[src/rtl/pow_gen_pkg.sv]
// Shared types and constants for the pow operand generator.
package pow_gen_pkg;

    typedef enum logic [1:0] {
        MODE_SEQ  = 2'd0,
        MODE_EVEN = 2'd1,
        MODE_DIV3 = 2'd2,
        MODE_RSVD = 2'd3
    } mode_e;

    typedef enum logic [1:0] {
        IDLE = 2'd0,
        GEN  = 2'd1,
        HOLD = 2'd2,
        DONE = 2'd3
    } state_e;

    // x^32 + x^22 + x^2 + x + 1, Galois form.
    localparam logic [31:0] POLY_DEFAULT = 32'h8020_0003;

endpackage

[src/rtl/lfsr_galois.sv]
// Galois LFSR with synchronous seed load. A zero seed would lock the
// register at zero forever, so it is replaced by 1 on load.
module lfsr_galois #(
    parameter int               WIDTH = 32,
    parameter logic [WIDTH-1:0] POLY  = WIDTH'(32'h8020_0003)
) (
    input  logic             clk,
    input  logic             rst,
    input  logic             load,
    input  logic [WIDTH-1:0] seed,
    input  logic             step,
    output logic [WIDTH-1:0] value
);

    logic [WIDTH-1:0] value_q;
    logic [WIDTH-1:0] value_d;

    // Next value: load wins over step; step shifts right and folds in POLY.
    always_comb begin
        value_d = value_q;
        if (load) begin
            value_d = (seed == '0) ? WIDTH'(1) : seed;
        end else if (step) begin
            value_d = value_q[0] ? ((value_q >> 1) ^ POLY) : (value_q >> 1);
        end
    end

    // State register, resets to the non-zero value 1.
    always_ff @(posedge clk) begin
        if (rst) begin
            value_q <= WIDTH'(1);
        end else begin
            value_q <= value_d;
        end
    end

    assign value = value_q;

endmodule

[src/rtl/pow_operand_gen.sv]
// Operand stream generator feeding pow's `a` input. Emits len operands
// (SEQ counter, even LFSR values, or LFSR values divisible by 3 found by
// rejection) over a valid/ready handshake, then pulses done_o.
module pow_operand_gen
    import pow_gen_pkg::*;
#(
    parameter int               WIDTH     = 32,
    parameter int               LEN_W     = 8,
    parameter logic [WIDTH-1:0] POLY      = WIDTH'(POLY_DEFAULT),
    parameter int               DIV3_BITS = 6
) (
    input  logic             clk,
    input  logic             rst,
    input  logic             start_i,
    input  logic [1:0]       mode_i,
    input  logic [LEN_W-1:0] len_i,
    input  logic [WIDTH-1:0] seed_i,
    output logic [WIDTH-1:0] a_o,
    output logic             a_valid_o,
    input  logic             a_ready_i,
    output logic             busy_o,
    output logic             done_o
);

    state_e             state_q;
    mode_e              mode_q;
    logic [LEN_W-1:0]   len_q;
    logic [LEN_W-1:0]   count_q;
    logic [WIDTH-1:0]   seq_q;
    logic [WIDTH-1:0]   a_q;
    logic               a_valid_q;
    logic               busy_q;
    logic               done_q;

    logic [WIDTH-1:0]     lfsr_val;
    logic                 lfsr_load;
    logic                 lfsr_step;
    logic                 start_ok;
    logic [WIDTH-1:0]     cand_d;
    logic                 accept_d;
    logic [DIV3_BITS-1:0] div3_cand;
    logic                 xfer;
    logic                 last_xfer;

    // A start is honoured only in IDLE and only for a defined mode.
    assign start_ok  = (state_q == IDLE) && start_i && (mode_e'(mode_i) != MODE_RSVD);

    // Seed is captured with the rest of the configuration; the LFSR only
    // advances while a random mode is producing candidates.
    assign lfsr_load = start_ok;
    assign lfsr_step = (state_q == GEN) && (mode_q != MODE_SEQ);

    lfsr_galois #(
        .WIDTH (WIDTH),
        .POLY  (POLY)
    ) u_lfsr (
        .clk   (clk),
        .rst   (rst),
        .load  (lfsr_load),
        .seed  (seed_i),
        .step  (lfsr_step),
        .value (lfsr_val)
    );

    assign div3_cand = lfsr_val[DIV3_BITS-1:0];
    assign xfer      = a_valid_q && a_ready_i;
    // Compare one bit wider so count+1 cannot wrap at the maximum length.
    assign last_xfer = (({1'b0, count_q} + (LEN_W+1)'(1)) == {1'b0, len_q});

    // Candidate for the current GEN cycle and whether it may be emitted.
    always_comb begin
        cand_d   = '0;
        accept_d = 1'b0;
        case (mode_q)
            MODE_SEQ: begin
                cand_d   = seq_q;
                accept_d = 1'b1;
            end
            MODE_EVEN: begin
                cand_d   = {lfsr_val[WIDTH-1:1], 1'b0};
                accept_d = 1'b1;
            end
            MODE_DIV3: begin
                cand_d   = WIDTH'(div3_cand);
                accept_d = ((div3_cand % DIV3_BITS'(3)) == '0);
            end
            default: begin
                cand_d   = '0;
                accept_d = 1'b0;
            end
        endcase
    end

    // Control FSM with registered outputs; reset aborts any sequence silently.
    always_ff @(posedge clk) begin
        if (rst) begin
            state_q   <= IDLE;
            mode_q    <= MODE_SEQ;
            len_q     <= '0;
            count_q   <= '0;
            seq_q     <= '0;
            a_q       <= '0;
            a_valid_q <= 1'b0;
            busy_q    <= 1'b0;
            done_q    <= 1'b0;
        end else begin
            case (state_q)
                IDLE: begin
                    done_q <= 1'b0;
                    if (start_ok) begin
                        mode_q  <= mode_e'(mode_i);
                        len_q   <= len_i;
                        count_q <= '0;
                        seq_q   <= '0;
                        if (len_i == '0) begin
                            state_q <= DONE;
                            done_q  <= 1'b1;
                            busy_q  <= 1'b0;
                        end else begin
                            state_q <= GEN;
                            busy_q  <= 1'b1;
                        end
                    end
                end
                GEN: begin
                    if (mode_q == MODE_SEQ) begin
                        seq_q <= seq_q + WIDTH'(1);
                    end
                    // Rejected DIV3 candidates simply retry next cycle.
                    if (accept_d) begin
                        a_q       <= cand_d;
                        a_valid_q <= 1'b1;
                        state_q   <= HOLD;
                    end
                end
                HOLD: begin
                    if (xfer) begin
                        count_q   <= count_q + LEN_W'(1);
                        a_valid_q <= 1'b0;
                        if (last_xfer) begin
                            state_q <= DONE;
                            done_q  <= 1'b1;
                            busy_q  <= 1'b0;
                        end else begin
                            state_q <= GEN;
                        end
                    end
                end
                DONE: begin
                    done_q  <= 1'b0;
                    state_q <= IDLE;
                end
                default: begin
                    state_q <= IDLE;
                end
            endcase
        end
    end

    assign a_o       = a_q;
    assign a_valid_o = a_valid_q;
    assign busy_o    = busy_q;
    assign done_o    = done_q;

endmodule

[config.mk]
export PLATFORM = sky130hd
export DESIGN_NAME = pow_operand_gen
export DESIGN_NICKNAME = d
export VERILOG_FILES = /design/src/rtl/pow_gen_pkg.sv /design/src/rtl/lfsr_galois.sv /design/src/rtl/pow_operand_gen.sv
export SDC_FILE = /design/constraint.sdc
export NUM_CORES = 1
export LEC_CHECK = 0
export ABC_AREA = 1
export BUFFER_PORTS_ARGS = -buffer_cell sky130_fd_sc_hd__buf_2
export CORE_MARGIN = 4
export CORE_UTILIZATION = 45
export DETAILED_ROUTE_END_ITERATION = 12
export HOLD_SLACK_MARGIN = 0.02
export PLACE_DENSITY_LB_ADDON = 0.3
export SLEW_MARGIN = 20
export SYNTH_ARGS = -nofsm -noshare
export SYNTH_HDL_FRONTEND = slang
export SYNTH_HIERARCHICAL = 1
export SYNTH_SLANG_ARGS = --single-unit
[constraint.sdc]
create_clock -name clk -period 2.95 [get_ports clk]
set_input_delay 0.59 -clock clk [delete_from_list [all_inputs] [get_ports clk]]
set_output_delay 0.59 -clock clk [all_outputs]
set_load 0.01 [all_outputs]
==> flow_metrics.py <==
metrics = {
    "synth": {
        "synth_compound_area_share_pct": 20.1,
        "yosys_warnings": 6,
        "ys_seq_area_share_pct": 36.6,
        "synthXorXnorAreaFrac_pct": 1.34,
        "ys_ff_latch": 119,
        "synth_top_family_by_area": "simple AND/OR/NAND/NOR gates",
        "synth.area.mux_share_pct": 0,
        "yosysMostFrequentCell": "nand2_1",
        "synthAdderAreaFrac_pct": 0.768,
        "avgSynthCellArea_um2": 7.03,
        "synth-main-ff-cell": "dfxtp_1",
        "synthTopCellsByCount": "nand2_1, dfxtp_1, a21oi_1, nor2_1, o21ai_0",
        "synth-simple-area-share_pct": 31.7,
        "synth_area_leaders": "dfxtp_1, a21oi_1, nand2_1",
        "synth_edf_count": 0,
        "syn_inst": 926,
        "yosysTopAreaCellShare_pct": 36.6,
        "mappedNetlistNets": 976,
        "synth_area_leader_cell": "dfxtp_1",
        "synth_area_mm2": 0.00651,
        "ys_types": 45,
        "synthArstFlopShare_pct": 0,
    },
    "power": {
        "power_switching_mw": 1.41,
        "peakVddDrop_v": 0.000458,
        "power_density_mw_per_mm2": 623,
        "leakagePower_nw": 3.05,
        "power_frac_comb_pct": 19.7,
        "seqPwrFrac_pct": 39.3,
        "clkPwrFrac_pct": 41.0,
        "p_int_mw": 3.28,
        "power_switching_share_pct": 30.1,
    },
    "timing": {
        "clock_skew_ns": 0.0121,
        "slew_headroom_pct": 48.3,
        "period_needed_ns": 2.66,
        "fmax_mhz": 376,
        "hold_viol": 0,
        "setup_violations": 0,
        "period_share_pct": 90.1,
        "rsz0062_at_grt": "false",
        "worst_pin_slew_ns": 0.775,
        "slew_viol_final": 0,
        "setup_tns_ns": 0,
    },
    "global_routing": {
        "grtUsageMet3_pct": 5.38,
        "grt_max_degree": 46,
        "grtUsageTotal_pct": 21.9,
        "top_usage_layer": "met2",
        "grt_pass1_vias": 5959,
        "antenna_found_initial": 0,
        "grt_use_met2_pct": 34.5,
        "use_met1_pct": 28.9,
        "overflow": 0,
        "grt_pass1_wl_um": 28900,
    },
    "critical_path": {
        "cp_data_required_time_ns": 3.27,
        "critPathLaunchType": "register",
        "criticalPathCategory": "reg -> reg",
        "crit_fanout": 27,
        "crit_path_end_kind": "register",
        "cp.arrival_ns": 2.97,
    },
    "detailed_routing": {
        "drtIter0Drc": 523,
        "antenna_left": 0,
        "drc_errors": 0,
        "dr.pass1.iters": 6,
        "wl_um": 17600,
        "wl_per_cell_um": 14.9,
        "viasPerCell": 5.33,
        "vias": 6311,
    },
    "floorplanning": {
        "die_x_um": 128,
        "chipHeight_um": 128,
        "dieArea_mm2": 0.0165,
        "rows": 43,
        "start_util_pct": 46.4,
        "fp.coreArea_mm2": 0.0140,
        "io_pins": 81,
    },
    "hold_path": {
        "hold_class": "in -> reg",
    },
    "cts": {
        "numCtsBuffers": 17,
        "clk_pin_slew_ns": 0.05,
        "cts_hold_buf": 0,
        "numClockSinks": 119,
        "cts_max_level": 4,
        "clock_path_buffers": 2,
        "root_buffer": "clkbuf_16",
        "cts_tree": "built",
        "clk_latency_ns": 0.42,
    },
    "final_layout": {
        "stdcell_count": 1185,
        "stdcell_area_mm2": 0.00754,
        "syn2layout_area_growth_pct": 15.8,
        "drive_above_1_share_pct": 17.7,
        "diodes": 0,
        "nets": 1044,
    },
    "placed_design": {
        "globalplace.congestion": 0.928,
        "port_buffers": 80,
        "place_hpwl_um": 12600,
        "dp_cells": 1151,
        "postPlaceCellArea_mm2": 0.00696,
    },
    "status": {
        "outcome": "finished clean",
    },
    "flow_run": {
        "maxCapViolations": 0,
    },
}
final timing paths:
| check | from | cells past startpoint | slack (ns) | end |
|---|---|---|---|---|
| max | u_lfsr/value[5]$_SDFFE_PP0P_ | 19 | 0.29 | a_o[22]$_SDFFE_PP0P_ |
| min reg2reg | count_q[7]$_SDFFE_PP0P_ | 2 | 0.46 | count_q[7]$_SDFFE_PP0P_ |
| max reg2reg | u_lfsr/value[5]$_SDFFE_PP0P_ | 19 | 0.29 | a_o[22]$_SDFFE_PP0P_ |
| min | seed_i[28] | 3 | 0.42 | u_lfsr/value[28]$_SDFFE_PP0P_ |
area by class of cell:
type / count / area (um2)
Multi-Input combinational cell: 675 / 3510
Clock buffer: 21 / 470
Tap cell: 180 / 225
Sequential cell: 119 / 2390
Timing Repair Buffer: 95 / 551
Fill cell: 1358 / 6500
Inverter: 86 / 323
Clock inverter: 9 / 77.6
cell usage in the layout, fill, tap and decap left out, types with 11 or more instances in the layout:
cell,synthesis,layout
buf_4,0,12
inv_1,72,71
buf_2,7,80
nand4_1,13,13
nand3_2,11,11
nand2_1,152,152
a21oi_1,118,118
dfxtp_1,119,116
o21ai_0,96,96
clkbuf_16,0,17
nand3b_1,26,26
o21ai_1,17,17
nor3_1,20,20
nor2_1,104,104
nand3_1,51,51
metal layers:
| layer | wire [um] | part of all wire, % |
|---|---|---|
| met1 | 8120 | 46 |
| met2 | 8050 | 46 |
| met3 | 961 | 5.5 |
| met4 | 462 | 2.6 |
| met5 | 0 | 0 |
flip-flops by register name, indices dropped and copies added (netlist names):
signal        count
mode_q            2
a_o              32
a_valid_o         1
busy_o            1
len_q             8
seq_q            32
u_lfsr/value     32
state_q           2
count_q           8
done_o            1
worst max-delay path, cell delays in order (launching register included):
cell and delay [ns]:
dfxtp_2 0.37, inv_2 0.07, o21ai_2 0.16, nand3_2 0.12
nand3_1 0.12, inv_2 0.05, ha_1 0.25, nor2_4 0.16
nand3_2 0.10, nand2_1 0.08, ha_1 0.22, nor2_1 0.11
nand2_1 0.07, o21ai_2 0.08, nand3_4 0.11, nand2_8 0.12
buf_12 0.18, nand3b_1 0.09, nand2_1 0.08, nor2_1 0.04
what timing repair did:
action | in CTS | in global routing
resized for setup | 0 | 4
setup endpoints to repair | 0 | 26
buffers inserted | 0 | 4
power groups by stage:
stage / sequential, mW / clock [mW] / combinational (mW)
4_1_cts: 1.84 / 1.95 / 0.910
3_3_place_gp: 1.87 / 0 / 0.895
2_1_floorplan: 1.87 / 0 / 0.686
6_report: 1.84 / 1.93 / 0.926
3_5_place_dp: 1.87 / 0 / 0.905
5_1_grt: 1.86 / 2.03 / 1.05
per-stage QoR:
| step | total power, mW | util [%] | setup slack (ns) | hold WS (ns) |
|---|---|---|---|---|
| floorplan | 2.55 | - | 0.507 | 0.443 |
| global placement | 2.77 | 49.6 | 0.255 | 0.452 |
| detailed placement | 2.78 | 49.6 | 0.178 | 0.454 |
| CTS | 4.71 | 53.5 | 0.151 | 0.408 |
| global route | 4.94 | 53.7 | 0.0219 | 0.419 |
| finish | 4.70 | 53.7 | 0.293 | 0.424 |
logic make-up after synthesis:
| group | count (synthesis) |
|---|---|
| buf+inv | 132 |
| flops | 119 |
| xor+xnor | 10 |
| simple gates | 411 |
| fa+ha+maj | 4 |
| compound gates | 250 |
No activity file was read; power rests on OpenSTA's default activity.
